<file path="src/rtl/cl_result_packer_pkg.sv">
// Shared widths, slot-count sizing and FSM state type for the cache-line result packer.
// Every file that needs these pulls them in with import cl_result_packer_pkg::*.
package cl_result_packer_pkg;

  localparam int CL_DATA_WIDTH  = 512;
  localparam int RESULT_WIDTH   = 32;
  localparam int FIFO_WIDTH     = 20;
  localparam int COUNT_WIDTH    = 65;
  localparam int RESULTS_PER_CL = CL_DATA_WIDTH / RESULT_WIDTH;
  localparam int CNT_WIDTH      = $clog2(RESULTS_PER_CL) + 1;

  typedef enum logic [1:0] {
    IDLE = 2'd0,
    FILL = 2'd1,
    DONE = 2'd2
  } state_t;

  typedef logic [RESULT_WIDTH-1:0] result_t;

  // The upper slot bits above a FIFO word are always forced to zero.
  function automatic result_t padResult(input logic [FIFO_WIDTH-1:0] word);
    return {{(RESULT_WIDTH - FIFO_WIDTH){1'b0}}, word};
  endfunction

endpackage

</file>
<file path="src/rtl/cl_result_packer_if.sv">
// Control, FIFO-read and DMA-write signals of the result packer, bundled together.
// The slave modport is the packer's own view; the master modport is the view of whatever drives it.
interface cl_result_packer_if;
  import cl_result_packer_pkg::*;

  logic                     go;
  logic [COUNT_WIDTH-1:0]   num_lines;
  logic                     fifo_empty;
  logic [FIFO_WIDTH-1:0]    fifo_rd_data;
  logic                     fifo_rd_en;
  logic                     wr_full;
  logic                     wr_en;
  logic [CL_DATA_WIDTH-1:0] wr_data;
  logic [COUNT_WIDTH-1:0]   lines_written;
  logic                     busy;
  logic                     done;

  modport slave (
    input  go, num_lines, fifo_empty, fifo_rd_data, wr_full,
    output fifo_rd_en, wr_en, wr_data, lines_written, busy, done
  );

  modport master (
    output go, num_lines, fifo_empty, fifo_rd_data, wr_full,
    input  fifo_rd_en, wr_en, wr_data, lines_written, busy, done
  );

endinterface

</file>
<file path="src/rtl/cl_result_packer.sv">
// Packs zero-extended FIFO words into 512-bit lines and writes a programmed number of lines to DMA.
// A full line waits in the shift buffer until the write channel accepts it.
module cl_result_packer
  import cl_result_packer_pkg::*;
(
  input  logic              clk,
  input  logic              rst,
  cl_result_packer_if.slave bus
);

  state_t                   r_state;
  state_t                   w_nextState;
  logic [CNT_WIDTH-1:0]     r_cnt;
  logic [CL_DATA_WIDTH-1:0] r_buf;
  logic [COUNT_WIDTH-1:0]   r_linesWritten;
  logic [COUNT_WIDTH-1:0]   r_target;

  logic w_fill;
  logic w_lineFull;
  logic w_wrEn;
  logic w_rdEn;
  logic w_terminal;
  logic w_goAccept;

  // The terminal write blocks the pop in the same cycle, so the FIFO is never read past the last line.
  always_comb begin
    w_nextState = r_state;
    w_fill      = (r_state == FILL);
    w_lineFull  = (r_cnt == CNT_WIDTH'(RESULTS_PER_CL));
    w_wrEn      = w_fill && w_lineFull && !bus.wr_full;
    w_terminal  = w_wrEn && ((r_linesWritten + COUNT_WIDTH'(1)) == r_target);
    w_rdEn      = w_fill && !bus.fifo_empty && (!w_lineFull || w_wrEn) && !w_terminal;
    w_goAccept  = bus.go && (r_state != FILL);

    case (r_state)
      IDLE, DONE: begin
        if (w_goAccept) begin
          w_nextState = (bus.num_lines != '0) ? FILL : DONE;
        end
      end
      FILL: begin
        if (w_terminal) begin
          w_nextState = DONE;
        end
      end
      default: w_nextState = IDLE;
    endcase
  end

  always_ff @(posedge clk or posedge rst) begin
    if (rst) begin
      r_state <= IDLE;
    end else begin
      r_state <= w_nextState;
    end
  end

  // A write and a pop in one cycle leave exactly one result in the new line.
  always_ff @(posedge clk or posedge rst) begin
    if (rst) begin
      r_cnt          <= '0;
      r_buf          <= '0;
      r_linesWritten <= '0;
      r_target       <= '0;
    end else begin
      if (w_goAccept) begin
        r_cnt          <= '0;
        r_linesWritten <= '0;
        r_target       <= bus.num_lines;
      end else begin
        if (w_rdEn && w_wrEn) begin
          r_cnt <= CNT_WIDTH'(1);
        end else if (w_wrEn) begin
          r_cnt <= '0;
        end else if (w_rdEn) begin
          r_cnt <= r_cnt + CNT_WIDTH'(1);
        end
        if (w_wrEn) begin
          r_linesWritten <= r_linesWritten + COUNT_WIDTH'(1);
        end
      end
      if (w_rdEn) begin
        r_buf <= {padResult(bus.fifo_rd_data), r_buf[CL_DATA_WIDTH-1:RESULT_WIDTH]};
      end
    end
  end

  assign bus.fifo_rd_en    = w_rdEn;
  assign bus.wr_en         = w_wrEn;
  assign bus.wr_data       = r_buf;
  assign bus.lines_written = r_linesWritten;
  assign bus.busy          = (r_state == FILL);
  assign bus.done          = (r_state == DONE);

endmodule

</file>
<file path="src/flat_wrapper.sv">
// flat-port wrapper written by rule: the top's interface ports become plain ports
module cl_result_packer_flat import cl_result_packer_pkg::*;
  (clk, rst, bus_go, bus_num_lines, bus_fifo_empty, bus_fifo_rd_data, bus_wr_full, bus_fifo_rd_en, bus_wr_en, bus_wr_data, bus_lines_written, bus_busy, bus_done);
  cl_result_packer_if bus_i ();
  input  logic clk;
  input  logic rst;
  input wire logic [$bits(bus_i.go)-1:0] bus_go;
  input wire logic [$bits(bus_i.num_lines)-1:0] bus_num_lines;
  input wire logic [$bits(bus_i.fifo_empty)-1:0] bus_fifo_empty;
  input wire logic [$bits(bus_i.fifo_rd_data)-1:0] bus_fifo_rd_data;
  input wire logic [$bits(bus_i.wr_full)-1:0] bus_wr_full;
  output wire logic [$bits(bus_i.fifo_rd_en)-1:0] bus_fifo_rd_en;
  output wire logic [$bits(bus_i.wr_en)-1:0] bus_wr_en;
  output wire logic [$bits(bus_i.wr_data)-1:0] bus_wr_data;
  output wire logic [$bits(bus_i.lines_written)-1:0] bus_lines_written;
  output wire logic [$bits(bus_i.busy)-1:0] bus_busy;
  output wire logic [$bits(bus_i.done)-1:0] bus_done;
  assign bus_i.go = bus_go;
  assign bus_i.num_lines = bus_num_lines;
  assign bus_i.fifo_empty = bus_fifo_empty;
  assign bus_i.fifo_rd_data = bus_fifo_rd_data;
  assign bus_i.wr_full = bus_wr_full;
  assign bus_fifo_rd_en = bus_i.fifo_rd_en;
  assign bus_wr_en = bus_i.wr_en;
  assign bus_wr_data = bus_i.wr_data;
  assign bus_lines_written = bus_i.lines_written;
  assign bus_busy = bus_i.busy;
  assign bus_done = bus_i.done;
  cl_result_packer u_core (.clk(clk), .rst(rst), .bus(bus_i));
endmodule
</file>
<file path="config.mk">
export PLATFORM = sky130hd
export DESIGN_NAME = cl_result_packer_flat
export DESIGN_NICKNAME = d
export VERILOG_FILES = /design/src/rtl/cl_result_packer_pkg.sv /design/src/rtl/cl_result_packer_if.sv /design/src/rtl/cl_result_packer.sv /design/src/flat_wrapper.sv
export SDC_FILE = /design/constraint.sdc
export NUM_CORES = 1
export LEC_CHECK = 0
export ABC_AREA = 1
export ABC_CLOCK_PERIOD_IN_PS = 26500
export BUFFER_PORTS_ARGS = -buffer_cell sky130_fd_sc_hd__buf_2
export CORE_AREA = 2 2 258 260
export CTS_CLUSTER_SIZE = 28
export DETAILED_ROUTE_END_ITERATION = 6
export DIE_AREA = 0 0 260 262
export GPL_TIMING_DRIVEN = 0
export PLACE_DENSITY = 0.61
export SYNTH_ARGS = -nofsm -noshare
export SYNTH_HDL_FRONTEND = slang
export SYNTH_SLANG_ARGS = --single-unit
</file>
<file path="constraint.sdc">
create_clock -name clk -period 26.5 [get_ports clk]
set_clock_uncertainty 0.1 [all_clocks]
set_input_delay 2.65 -clock clk [delete_from_list [all_inputs] [get_ports clk]]
set_output_delay 2.65 -clock clk [all_outputs]
set_load 0.03 [all_outputs]
</file>
==> summary.txt, run 1 <==
GRT
  • Global routing usage summed across all routing layers: 0.2348
  • First-pass GRT wire length: between 100000 and 150000 um
  • Vias in the first global route: 20010
  • Aggregate global routing overflow: 0
  • Maximum number of pins on one net before global-route repair: 125
  • Antenna violations before repair: 9

Worst setup path
  • Worst path arrival time: 5.63 ns
  • Reg2reg end: u_core.bus.wr_data[496]
  • Family with the most delay on the worst path: simple AND/OR/NAND/NOR gates
  • CP Capture Point: bus_fifo_rd_en
  • Type of origin of the critical path: input port
  • CP peak stage delay: 0.49 ns
  • Launching element of the worst setup path: bus_wr_full
  • Cell count of the worst reg-to-reg path: 18
  • Master of the slowest instance on the critical path: nor2_2
  • Crit path buf inv count: 6
  • Type of the worst setup path: input port to primary output
  • Internal reg-to-reg setup slack: 22.02 ns
  • Critical Path RT: between 20 and 25 ns
  • Crit path depth: 18
  • Critical R2R Launch: u_core.bus.lines_written[0]
  • Largest fanout on the critical path: 10
  • Series of cell instances along the critical path: buf_2 -> inv_1 -> nand2_1 -> nor2_2 -> nand2_1 -> nor2_1 -> nand2_1 -> nor2_1 -> nand4_1 -> nor2_1 -> nand2_1 -> nor2_1 -> nand3_2 -> nand2_4 -> buf_6 -> buf_4 -> inv_1 -> buf_2
  • Kind of end point of the critical path: primary output

Yosys
  • Count of flip-flops with a built-in enable after synthesis: 0
  • Cells after Synth: about 3000
  • Largest area contributor in the netlist: dfrtp_1
  • Proportion of synthesized flip-flops having asynchronous set or reset: 1.000
  • Most used DFF post-synth: dfrtp_1
  • Number of library cell types mapped by synthesis: 38
  • Syn Std Cell Area: 22970 um2
  • Part of the Yosys area used for sequential elements: 0.4980
  • Avg Inst Size Synth: between 7 and 8 um2
  • Count of warnings emitted by yosys: 0
  • Area share of the largest cell type after synthesis: 0.4980
  • Post-synthesis sequential element count: ~460
  • Cells taking the most area after synthesis: dfrtp_1 50%, nand2_1 19%, nand3_1 9.3%

Placed design
  • IO buf count: ~480
  • DP Wirelength: roughly 64000 um
  • Placed Area: roughly 27000 um2
  • Routability-driven placement congestion ratio: about 1.0
  • Pre-CTS setup slack: 18.13 ns

Layout
  • Area Overhead vs Synth: 26.52%
  • Total Nets Final: around 3700
  • Core Util, Final: 0.4451
  • Final non-filler cell area: slightly below 30000 um2
  • Share of final-layout standard cells stronger than drive strength 1: 0.2326

Clock tree
  • TritonCTS clock tree: done
  • CTS max path bufs: 3
  • Cells resized by post-CTS repair: 0
  • Cell chosen for the clock root: clkbuf_16
  • Later-pin clock latency in the skew report: roughly 0.62 ns
  • CTS HTree Levels: 2
  • Clock Sink Count: 457
  • Clock input transition at the sequential cells of the worst setup and hold paths: 0.06 ns
  • Number of buffers created by CTS: a little over 50
  • Post-CTS Hold Fix Bufs: 0
  • Setup repair bufs after CTS: 0

Timing
  • Fin worst setup slack: around 18 ns
  • RSZ-0062 raised after global routing: false
  • Final setup viols: 0
  • Headroom to the max-slew limit: 0.2692
  • F_max: between 0.1 and 0.15 GHz
  • Post-Route Setup TNS: 0 ns
  • Hold violation count in the final report: 0
  • Worst Max-Slew Pin Slew: 1.096 ns
  • Final worst-path cycle share: 0.3161
  • Count of final max-slew check failures: 0
  • Final min period: between 8 and 9 ns

Floorplan
  • Core Region: ~65000 um2
  • Area enclosed by the die boundary: slightly below 70000 um2
  • I/O Pins: 671
  • Total number of placement rows: between 90 and 100
  • Height of the chip: ~260 um
  • Die extent in x: between 200 and 300 um
  • Starting density of the core: 0.3518

Hold path
  • Number of instances on the worst hold path: 2
  • Hold crit path type: flip-flop to flip-flop

Power and ir drop
  • Sum of internal, switching and leakage power: 3.027 mW
  • Lkg Pwr: ~16 nW
  • Worst voltage drop across the vdd grid: around 0.074 mV
  • Power dissipated by switching net loads: between 1 and 1.5 mW
  • Register share of total power: 0.365
  • Ratio of total power to cell area: around 100 nW/um2
  • Clock power frac: 0.254
  • Relative contribution of combinational cells to total power: 0.381
  • Internal power contribution: about 1.7 mW
  • Switching Share: 0.4413

Status
  • Run status: completed

Route
  • Wire length reported by the detailed router: around 83000 um
  • Number of vias in the routed layout: approximately 22000
  • Iter 0 DRT Violations: ~1700
  • Routed len/inst: about 18 um
  • Detail-routed via count per cell: 4.723
  • DRC viols: 0
  • First-pass iteration count of the detailed router: 6
  • Remaining number of nets flagged by the antenna check after routing: 0

Job
  • Maxcap violations: 0
cell usage after synthesis (2+ instances only):
library cell / instances
inv_2: 6
nand3b_1: 12
xnor2_1: 2
clkbuf_1: 41
nand2_2: 3
clkinv_1: 2
nor2_1: 166
buf_1: 23
o21ai_0: 77
nor3_1: 6
nor4_1: 9
xnor3_1: 12
buf_2: 36
xor2_1: 19
ha_1: 3
buf_6: 12
nor2_2: 12
mux2_2: 2
dfrtp_1: 457
o22ai_1: 42
nand4_1: 12
inv_1: 147
nand3_1: 429
nor2_4: 4
nand2_1: 1155
or4_1: 3
buf_4: 211
o21ai_1: 10
worst reg2reg max path, cell delays in order (launching register included):
cell	delay (ns)
dfrtp_1	0.55
ha_1	0.36
nand2_2	0.13
nor2_4	0.19
nand2_1	0.19
nor2_4	0.37
nand3_1	0.15
nand3_1	0.26
nand2_1	0.08
inv_1	0.06
nand4_1	0.20
nor2_1	0.15
nand2_1	0.06
nor2_1	0.27
nand3_2	0.35
buf_2	0.38
buf_2	0.32
nand3_1	0.14
nand2_1	0.08
logic make-up (layout without fill, tap and decap cells):
| family | Yosys count | in the layout | synth area share |
|---|---|---|---|
| and+or+nand+nor | 1815 | 1815 | 0.3289 |
| xor gates and xnor gates | 33 | 33 | 0.01978 |
| buffers and inverters | 478 | 1052 | 0.1185 |
| DFF | 457 | 457 | 0.4980 |
| AOI/OAI and AO/OA | 133 | 133 | 0.03165 |
| muxes | 3 | 3 | 0.001416 |
| adders and majority gates | 3 | 3 | 0.001635 |
| other | 1 | 195 | 0.0001633 |
metal layers:
metal | part of all wire | track usage | up-vias
li1 | - | - | 10440
met1 | 0.43 | 0.3108 | 10080
met2 | 0.45 | 0.3627 | 821
met3 | 0.087 | 0.06964 | 173
met4 | 0.040 | 0.08988 | 6
met5 | 0.00042 | 0 | -
power groups by stage:
stage / Clock [mW] / Sequential (mW) / Combinational (mW)
after floorplan: 0 / 1.38 / 0.468
after global placement: 0 / 1.11 / 1.15
after detailed placement: 0 / 1.11 / 1.16
after CTS: 0.782 / 1.10 / 1.16
after global routing: 0.808 / 1.13 / 1.26
final: 0.768 / 1.11 / 1.15
area by class of cell:
type | instances | area [um2]
fill | 6659 | 36220
sequential | 457 | 11440
clock inverter | 26 | 355.3
multi-input combinational | 2179 | 9525
inverter | 155 | 589.3
buffer | 323 | 2140
timing repair buffer | 481 | 2475
clock buffer | 67 | 1448
tap | 864 | 1081
antenna | 3 | 7.507
state kept, by name (all words and copies together), names as in the netlist:
register and count:
u_core.bus.wr_data 320, u_core.r_target 65, u_core.bus.lines_written 65, u_core.r_state 2, u_core.r_cnt 5
layout by cell type, fill, tap and decap left out, types with 12 or more instances in the layout:
cell type  instances
nand2_1         1155
buf_2            514
dfrtp_1          457
nand3_1          429
buf_4            211
conb_1           192
nor2_1           166
inv_1            146
o21ai_0           77
clkbuf_16         52
clkbuf_1          47
o22ai_1           42
buf_1             23
xor2_1            19
clkinv_2          14
nor2_2            12
nand3b_1          12
xnor3_1           12
nand4_1           12
buf_6             12
metrics by stage:
step	instances	hold WS (ns)
3_5_place_dp	4459	0.3545
5_1_grt	4552	0.3846
3_3_place_gp	4456	0.3508
4_1_cts	4552	0.3702
6_report	4555	0.3650
2_1_floorplan	3114	0.3551
worst min-delay path by stage:
stage	startpoint	slack, ns	to
finish	u_core.bus.wr_data[4]	0.36	u_core.bus.wr_data[4]
global route	u_core.bus.wr_data[17]	0.38	u_core.bus.wr_data[17]
CTS	u_core.bus.wr_data[4]	0.37	u_core.bus.wr_data[4]
detailed placement	u_core.bus.wr_data[4]	0.35	u_core.bus.wr_data[4]
global placement	u_core.bus.wr_data[2]	0.35	u_core.bus.wr_data[2]
floorplan	u_core.r_target[21]	0.36	u_core.r_target[21]
Power figures use the tool's default switching activity.
==> run 2, diff against run 1 <==
--- a/config.mk
+++ b/config.mk
@@ -6,12 +6,12 @@
 export NUM_CORES = 1
 export LEC_CHECK = 0
 export ABC_AREA = 1
-export ABC_CLOCK_PERIOD_IN_PS = 26500
+export ABC_CLOCK_PERIOD_IN_PS = 7130
 export BUFFER_PORTS_ARGS = -buffer_cell sky130_fd_sc_hd__buf_2
-export CORE_AREA = 2 2 258 260
+export CORE_AREA = 2 2 265 267
 export CTS_CLUSTER_SIZE = 28
 export DETAILED_ROUTE_END_ITERATION = 6
-export DIE_AREA = 0 0 260 262
+export DIE_AREA = 0 0 267 269
 export GPL_TIMING_DRIVEN = 0
 export PLACE_DENSITY = 0.61
 export SYNTH_ARGS = -nofsm -noshare
==> constraint.sdc (replaced) <==
create_clock -name clk -period 7.13 [get_ports clk]
set_clock_uncertainty 0.1 [all_clocks]
set_input_delay 0.713 -clock clk [delete_from_list [all_inputs] [get_ports clk]]
set_output_delay 0.713 -clock clk [all_outputs]
set_load 0.03 [all_outputs]
==> run 2 against run 1 <==
Effect of this change:
- via count is 0.86% lower
- global-route usage is 1.3 points lower
- cell count is 2.0% higher
- critical endpoint unchanged
- final area is 1.4% higher
- sequential share of layout area is 0.53 points lower
- hold slack worse by 0.21 ns
- register-to-register slack worse by 19 ns
==> summary.txt, run 2 (synthesis gave the netlist of run 1 again) <==
Status
  • Run status: completed

GRT
  • Global routing usage summed across all routing layers: 0.2223 (-0.01260)
  • Met3 Track Usage GR: 0.05452 (-0.01512)
  • Aggregate global routing overflow: 0 (unchanged)
  • Vias in the first global route: 19460 (-2.8%)
  • Most Used Layer, Global Route: met2
  • First-pass GRT wire length: 121200 um (-0.17%)
  • Met2 usage in global routing: 0.3447 (-0.01800)
  • Maximum number of pins on one net before global-route repair: 43 (-66%)
  • Antenna violations before repair: 15 (+6)
  • Met1 demand-to-capacity share in global routing: 0.3045 (-0.006305)

Worst setup path
  • Critical R2R Launch: u_core.bus.lines_written[0]
  • Launching element of the worst setup path: u_core.bus.lines_written[0]
  • Internal reg-to-reg setup slack: 2.68 ns (-19.34 ns)
  • Critical Path RT: 6.32 ns (-17.43 ns)
  • Type of the worst setup path: flip-flop to primary output
  • Largest fanout on the critical path: 10 (unchanged)
  • Worst path arrival time: 4.86 ns (-0.77 ns)
  • Series of cell instances along the critical path: ha_1 -> nand3_1 -> nor2_2 -> nand3_1 -> nor2_1 -> nand3_1 -> nand2_1 -> nand3_1 -> nand2_1 -> nand2_1 -> nor2_1 -> nand2_1 -> nor2_1 -> nand3_2 -> nand2_4 -> buf_6 -> buf_4 -> inv_1 -> buf_2
  • Reg2reg end: u_core.bus.wr_data[497]
  • CP Capture Point: bus_fifo_rd_en
  • Crit path buf inv count: 4 (-2)
  • Family with the most delay on the worst path: simple AND/OR/NAND/NOR gates
  • Kind of end point of the critical path: primary output
  • Crit path depth: 19 (+1)
  • Cell count of the worst reg-to-reg path: 18 (unchanged)
  • CP peak stage delay: 0.53 ns (+0.04 ns)
  • Master of the slowest instance on the critical path: dfrtp_1
  • Type of origin of the critical path: flip-flop

Timing
  • Fin worst setup slack: 1.462 ns (-16.66 ns)
  • Count of final max-slew check failures: 0 (unchanged)
  • Headroom to the max-slew limit: 0.3267 (+0.05758)
  • Final min period: 5.668 ns
  • Final setup viols: 0 (unchanged)
  • Hold violation count in the final report: 0 (unchanged)
  • Worst Max-Slew Pin Slew: 1.010 ns (-0.08637 ns)
  • RSZ-0062 raised after global routing: false
  • F_max: approximately 0.18 GHz
  • Final worst-path cycle share: 0.7950
  • Post-Route Setup TNS: 0 ns (unchanged)

Layout
  • Most frequent cells in the layout: 1155 x nand2_1, 514 x buf_2, 457 x dfrtp_1
  • Total Nets Final: 3752 (+0.29%)
  • Core Util, Final: 0.4250 (-0.02013)
  • Area Overhead vs Synth: 28.25%
  • Filler Cells Inserted: 7099 (+6.6%)
  • Fin cells: 4645 (+2.0%)
  • Leading cell type in the layout, fill and taps excluded: nand2_1
  • Max reg flops: 320 (unchanged)
  • Share of final-layout standard cells stronger than drive strength 1: 0.2338 (+0.001137)

Route
  • First-pass iteration count of the detailed router: 5 (-1)
  • Detail-routed via count per cell: 4.592 (-2.8%)
  • DRC viols: 0 (unchanged)
  • Number of vias in the routed layout: 21330 (-0.86%)
  • Wire length reported by the detailed router: 82760 um (+0.23%)
  • Remaining number of nets flagged by the antenna check after routing: 0 (unchanged)
  • Iter 0 DRT Violations: 1720 (-1.3%)
  • Routed len/inst: 17.82 um (-1.7%)

Placed design
  • IO buf count: 478 (unchanged)
  • Routability-driven placement congestion ratio: 0.9792 (-2.9%)
  • Pre-CTS setup slack: 2.094 ns (-16.03 ns)
  • Placed cells: 4545 (+1.9%)
  • DP Wirelength: 65650 um (+2.0%)

Power and ir drop
  • Switching Share: 0.4341 (-0.007153)
  • Worst voltage drop across the vdd grid: 0.2496 mV (+240%)
  • Clock power frac: 0.263 (+0.009)
  • Register share of total power: 0.361 (-0.004)
  • Internal power contribution: 6.457 mW (+280%)
  • Power dissipated by switching net loads: 4.954 mW (+270%)
  • Lkg Pwr: 16.38 nW (+0.73%)
  • Relative contribution of combinational cells to total power: 0.375 (-0.006)
  • Ratio of total power to cell area: 387.4 nW/um2 (+270%)

Hold path
  • Hold crit path type: input port to async pin

Floorplan
  • Die extent in x: 267 um (+2.7%)
  • Starting density of the core: 0.3314 (-0.02044)
  • Core Region: 69300 um2 (+6.2%)
  • Area enclosed by the die boundary: 71820 um2 (+5.4%)
  • Height of the chip: 269 um (+2.7%)
  • Total number of placement rows: 97 (+3.2%)
  • I/O Pins: 671 (unchanged)

Clock tree
  • Cells resized by post-CTS repair: 0 (unchanged)
  • Clock input transition at the sequential cells of the worst setup and hold paths: 0.06 ns (about the same)
  • CTS HTree Levels: 2 (unchanged)
  • Cell chosen for the clock root: clkbuf_16
  • CTS max path bufs: 3 (unchanged)
  • Setup repair bufs after CTS: 0 (unchanged)
  • Post-CTS Hold Fix Bufs: 0 (unchanged)
  • Clock Sink Count: 457 (unchanged)
  • Number of buffers created by CTS: 52 (+2.0%)
  • Later-pin clock latency in the skew report: 0.61 ns (about the same)
  • TritonCTS clock tree: done

Job
  • Maxcap violations: 0 (unchanged)
-- run 2: changes by cell type in the layout (fill, tap and decap cells not counted) --
cell and change:
inv_16 -1, diode_2 +2, clkbuf_1 +5, inv_6 +1
bufinv_16 +4, clkinvlp_4 +1, inv_8 -1, clkinv_16 +1
clkinv_2 -8, clkinv_4 -1, buf_12 +13, buf_16 -3
clkbuf_8 +1
-- run 2: layout make-up --
| cell class | count | area (um2) | area share |
|---|---|---|---|
| Clock inverter | 22 | 445.4 | 0.01512 |
| Buffer | 323 | 2140 | 0.07264 |
| Inverter | 155 | 585.6 | 0.01988 |
| Antenna cell | 5 | 12.51 | 0.0004248 |
| Clock buffer | 73 | 1480 | 0.05025 |
| Sequential cell | 457 | 11440 | 0.3883 |
| Multi-Input combinational cell | 2179 | 9525 | 0.3234 |
| Timing Repair Buffer | 491 | 2653 | 0.09006 |
| Tap cell | 940 | 1176 | 0.03993 |
-- run 2: worst min-delay path by stage --
stage	cells after the start	from	to	slack [ns]
after floorplan	2	u_core.r_target[21]	u_core.r_target[21]	0.36
after global placement	2	u_core.bus.wr_data[17]	u_core.bus.wr_data[17]	0.35
after detailed placement	2	u_core.bus.wr_data[8]	u_core.bus.wr_data[8]	0.36
after CTS	2	rst	u_core.bus.wr_data[0]	0.15
after global routing	2	rst	u_core.bus.wr_data[2]	0.21
final	2	rst	u_core.bus.wr_data[0]	0.16
-- run 2: metal layers --
layer / vias up / share of wire / wire length [um]
met5: - / 0.0014 / 117
met4: 20 / 0.030 / 2518
met3: 146 / 0.076 / 6258
met2: 688 / 0.46 / 38030
met1: 10020 / 0.43 / 35830
li1: 10450 / - / -
-- run 2: power by group through the flow --
stage	registers (mW)	clock network, mW	logic, mW
2_1_floorplan	5.13	0	1.74
3_3_place_gp	4.14	0	4.25
3_5_place_dp	4.14	0	4.32
4_1_cts	4.10	3.06	4.33
5_1_grt	4.22	3.16	4.66
6_report	4.12	3.01	4.28
-- run 2: stage by stage --
stage	power [mW]	area [um2]	hold slack, ns
floorplan	6.869	23690	0.3551
global placement	8.396	27250	0.3495
detailed placement	8.455	27520	0.3571
CTS	11.49	29440	0.1474
global route	12.04	29440	0.2055
finish	11.41	29450	0.1590
==> run 3, diff against run 2 <==
--- a/config.mk
+++ b/config.mk
@@ -5,13 +5,13 @@
 export SDC_FILE = /design/constraint.sdc
 export NUM_CORES = 1
 export LEC_CHECK = 0
-export ABC_AREA = 1
-export ABC_CLOCK_PERIOD_IN_PS = 7130
+export ABC_AREA = 0
+export ABC_CLOCK_PERIOD_IN_PS = 5500
 export BUFFER_PORTS_ARGS = -buffer_cell sky130_fd_sc_hd__buf_2
-export CORE_AREA = 2 2 265 267
+export CORE_AREA = 2 2 259 261
 export CTS_CLUSTER_SIZE = 28
 export DETAILED_ROUTE_END_ITERATION = 6
-export DIE_AREA = 0 0 267 269
+export DIE_AREA = 0 0 261 263
 export GPL_TIMING_DRIVEN = 0
 export PLACE_DENSITY = 0.61
 export SYNTH_ARGS = -nofsm -noshare
==> constraint.sdc (replaced) <==
create_clock -name clk -period 5.5 [get_ports clk]
set_clock_uncertainty 0.1 [all_clocks]
set_input_delay 0.55 -clock clk [delete_from_list [all_inputs] [get_ports clk]]
set_output_delay 0.55 -clock clk [all_outputs]
set_load 0.03 [all_outputs]
==> run 3 against run 2 <==
Effect of this change:
- hold slack lost 0.15 ns
- synthesized cell count fell by 39%
- non-clock buffer count decreased by 26
- area after synthesis fell by 0.10%
- critical path depth is 4 lower
- final area grew 0.24%
- core utilization grew 2.5 points
==> summary.txt, run 3 <==
Worst setup path
  • Largest fanout on the critical path: 10 (unchanged)
  • Critical Path RT: 4.85 ns (-1.47 ns)
  • Reg2reg end: u_core.bus.wr_data[3]
  • Worst path arrival time: 4.71 ns (-0.15 ns)
  • Master of the slowest instance on the critical path: or4_4
  • Kind of end point of the critical path: primary output
  • Type of origin of the critical path: flip-flop
  • Cell count of the worst reg-to-reg path: 15 (-3)
  • CP peak stage delay: 0.59 ns (+0.06 ns)
  • Type of the worst setup path: flip-flop to primary output
  • Internal reg-to-reg setup slack: 1.04 ns (-1.64 ns)
  • Series of cell instances along the critical path: buf_2 -> and3_2 -> buf_4 -> and3_1 -> a21oi_1 -> a2111oi_1 -> o2111ai_1 -> nor4_2 -> nand4_1 -> or4_4 -> nand2_4 -> inv_2 -> buf_6 -> buf_6 -> clkbuf_4
  • CP most frequent cell: buf_6
  • Critical R2R Launch: u_core.bus.lines_written[4]

Timing
  • Final worst-path cycle share: 0.9737
  • F_max: about 0.19 GHz
  • Final hold slack: 0.01392 ns (-0.1450 ns)
  • Final setup viols: 0 (unchanged)
  • Count of final max-slew check failures: 0 (unchanged)
  • Post-Route Setup TNS: 0 ns (unchanged)
  • Headroom to the max-slew limit: 0.1016 (-0.2251)
  • Hold violation count in the final report: 0 (unchanged)
  • Final min period: around 5.4 ns
  • Worst Max-Slew Pin Slew: 1.348 ns (+0.3377 ns)

Placed design
  • DP Wirelength: 59300 um (-9.7%)
  • IO buf count: 478 (unchanged)
  • Routability-driven placement congestion ratio: 0.9470 (-3.3%)
  • Placed cells: 3340 (-27%)

Floorplan
  • I/O Pins: 671 (unchanged)
  • Starting density of the core: 0.3496 (+0.01818)
  • Die extent in x: 261 um (-2.2%)
  • Height of the chip: 263 um (-2.2%)
  • Core Region: 65630 um2 (-5.3%)
  • Area enclosed by the die boundary: 68640 um2 (-4.4%)
  • Total number of placement rows: 94 (-3.1%)

Yosys
  • Syn Std Cell Area: 22940 um2 (-0.10%)
  • Proportion of synthesized flip-flops having asynchronous set or reset: 1.000 (unchanged)
  • Post-Synth Adder-Cell Area: 0.001636 (+0.000001694)
  • Fraction of the mapped netlist area in simple logic gates: 0.08273 (-0.2462)
  • Synth Area in Compound Gates: 0.04985 (+0.01819)
  • Post-synthesis sequential element count: 457 (unchanged)
  • Largest family of logic cells by synthesized area: multiplexers
  • Area share of the largest cell type after synthesis: 0.4985 (+0.0005160)
  • Count of warnings emitted by yosys: 0 (unchanged)
  • Most frequent cells after synthesis: 457 x dfrtp_1, 267 x mux2_4, 192 x buf_4
  • Share of synthesized area spent on multiplexers: 0.2359 (+0.2345)
  • Number of library cell types mapped by synthesis: 64 (+68%)
  • Cells after Synth: 1796 (-39%)
  • Most frequent cell after synthesis: dfrtp_1
  • Part of the Yosys area used for sequential elements: 0.4985 (+0.0005160)
  • Most used DFF post-synth: dfrtp_1
  • Count of flip-flops with a built-in enable after synthesis: 0 (unchanged)
  • Cells taking the most area after synthesis: dfrtp_1 50%, mux2_4 17%, buf_4 6.3%
  • XOR/XNOR share of the synthesized area: 0.03970 (+0.01993)
  • Largest area contributor in the netlist: dfrtp_1
  • Avg Inst Size Synth: 12.77 um2 (+63%)

Route
  • Metal3 WL: 5495 um (-12%)
  • Topmost layer with routed signal wires: met5
  • Detail-routed via count per cell: 4.860 (+5.9%)
  • First-pass iteration count of the detailed router: 6 (+1)
  • Routed len/inst: 22.06 um (+24%)
  • Met2 wirelength from detailed routing: 35280 um (-7.2%)
  • Wire length reported by the detailed router: 76160 um (-8.0%)
  • Remaining number of nets flagged by the antenna check after routing: 0 (unchanged)
  • Iter 0 DRT Violations: 1166 (-32%)
  • DRC viols: 0 (unchanged)
  • Length of routed wiring on met1: 32010 um (-11%)
  • Number of vias in the routed layout: 16780 (-21%)

Hold path
  • Hold crit path type: input port to async pin

Clock tree
  • CTS max path bufs: 3 (unchanged)
  • Number of buffers created by CTS: 51 (-1.9%)
  • Clock input transition at the sequential cells of the worst setup and hold paths: 0.06 ns (about the same)
  • CTS HTree Levels: 2 (unchanged)
  • Post-CTS Hold Fix Bufs: 0 (unchanged)
  • Cell chosen for the clock root: clkbuf_16
  • Later-pin clock latency in the skew report: 0.62 ns (about the same)
  • Clock Sink Count: 457 (unchanged)
  • TritonCTS clock tree: done

Power and ir drop
  • Register share of total power: 0.361 (about the same)
  • Clock power frac: 0.208 (-0.055)
  • Internal power contribution: 9.537 mW (+48%)
  • Worst voltage drop across the vdd grid: 0.3632 mV (+46%)
  • Power dissipated by switching net loads: 6.966 mW (+41%)
  • Ratio of total power to cell area: 559.0 nW/um2 (+44%)
  • Switching Share: 0.4221 (-0.01205)
  • Lkg Pwr: 14.61 nW (-11%)
  • Relative contribution of combinational cells to total power: 0.431 (+0.056)
  • Sum of internal, switching and leakage power: 16.50 mW (+45%)

Layout
  • Most frequent cells in the layout: 492 x buf_2, 450 x dfrtp_1, 267 x mux2_4
  • Fin cells: 3452 (-26%)
  • Max reg flops: 320 (unchanged)
  • Core Util, Final: 0.4499 (+0.02485)
  • Area Overhead vs Synth: 28.69%
  • Total Nets Final: 2639 (-30%)
  • Leading cell type in the layout, fill and taps excluded: buf_2
  • Share of final-layout standard cells stronger than drive strength 1: 0.4936 (+0.2598)

GRT
  • Global routing usage summed across all routing layers: 0.2157 (-0.006536)
  • Maximum number of pins on one net before global-route repair: 46 (+7.0%)
  • Antenna violations before repair: 6 (-9)
  • Aggregate global routing overflow: 0 (unchanged)
  • Vias in the first global route: 16710 (-14%)
  • First-pass GRT wire length: 111500 um (-7.9%)

Job
  • Maxcap violations: 0 (unchanged)

Status
  • Run status: completed
==> run 3: cell types whose count changed after synthesis, sizes merged, moves of 28 or more <==
cell   previous run  this run
xnor2             2        80
nor2            182        51
a21oi             1        30
mux2              2       388
inv             153        18
buf             282       251
nand4            12        40
nand2          1159        89
nand3           430        41
o22ai            42         2
==> run 3: area by class of cell <==
class / count / area (um2)
clock buffers: 78 / 1488
multi-input cells: 1230 / 10400
fillers: 6070 / 36100
diodes: 3 / 7.507
well taps: 864 / 1081
plain buffers: 275 / 2029
flip-flops and latches: 457 / 11440
repair buffers: 513 / 2795
inverters: 18 / 71.32
clock inverters: 14 / 210.2
==> run 3: metal layers <==
metal  vias up  global-route usage
met5         -                   0
met4         6             0.09014
met3       147             0.04785
met2       670              0.3409
met1      8449              0.2850
li1       7506                   -
==> run 3: worst max path at each step <==
stage	startpoint	end	slack (ns)
2_1_floorplan	rst	u_core.bus.lines_written[0]	-1.33
3_3_place_gp	rst	u_core.bus.wr_data[483]	-3.85
3_5_place_dp	u_core.bus.lines_written[2]	bus_fifo_rd_en	-0.16
4_1_cts	u_core.bus.lines_written[33]	bus_fifo_rd_en	0.03
5_1_grt	u_core.bus.lines_written[16]	bus_fifo_rd_en	-0.01
6_report	u_core.bus.lines_written[4]	bus_fifo_rd_en	0.14
==> run 3: logic make-up after synthesis <==
group	count (synthesis)
flops	457
mux	392
simple gates	347
buf+inv	300
compound gates	192
xor+xnor	104
fa+ha+maj	3
other cells	1
==> run 3: critical path: cells and delay by family (launching register included) <==
| family | cells | cell delay (ns) |
|---|---|---|
| AND/OR/NAND/NOR | 6 | 1.93 |
| flip-flops | 1 | 0.36 |
| buffers and inverters | 6 | 1.05 |
| AO/OA/AOI/OAI | 3 | 0.73 |
==> run 3: per-stage QoR <==
stage	setup slack (ns)	area, um2
floorplan	-1.333	23660
global route	-0.01143	29520
CTS	0.02632	29330
global placement	-3.854	27140
finish	0.1445	29520
detailed placement	-0.1632	27360
==> run 3: power by group through the flow <==
| stage | sequential, mW | combinational, mW | clock (mW) |
|---|---|---|---|
| 6_report | 5.96 | 7.11 | 3.43 |
| 3_3_place_gp | 5.94 | 7.01 | 0 |
| 2_1_floorplan | 7.84 | 2.83 | 0 |
| 5_1_grt | 6.15 | 7.40 | 3.67 |
| 3_5_place_dp | 6.00 | 7.10 | 0 |
| 4_1_cts | 5.96 | 7.15 | 3.52 |
==> run 3: timing repair <==
action	4_1_cts	5_1_grt
setup endpoints to repair	1	1
pin swaps	10	11
resized for setup	30	39
setup buffers	15	9
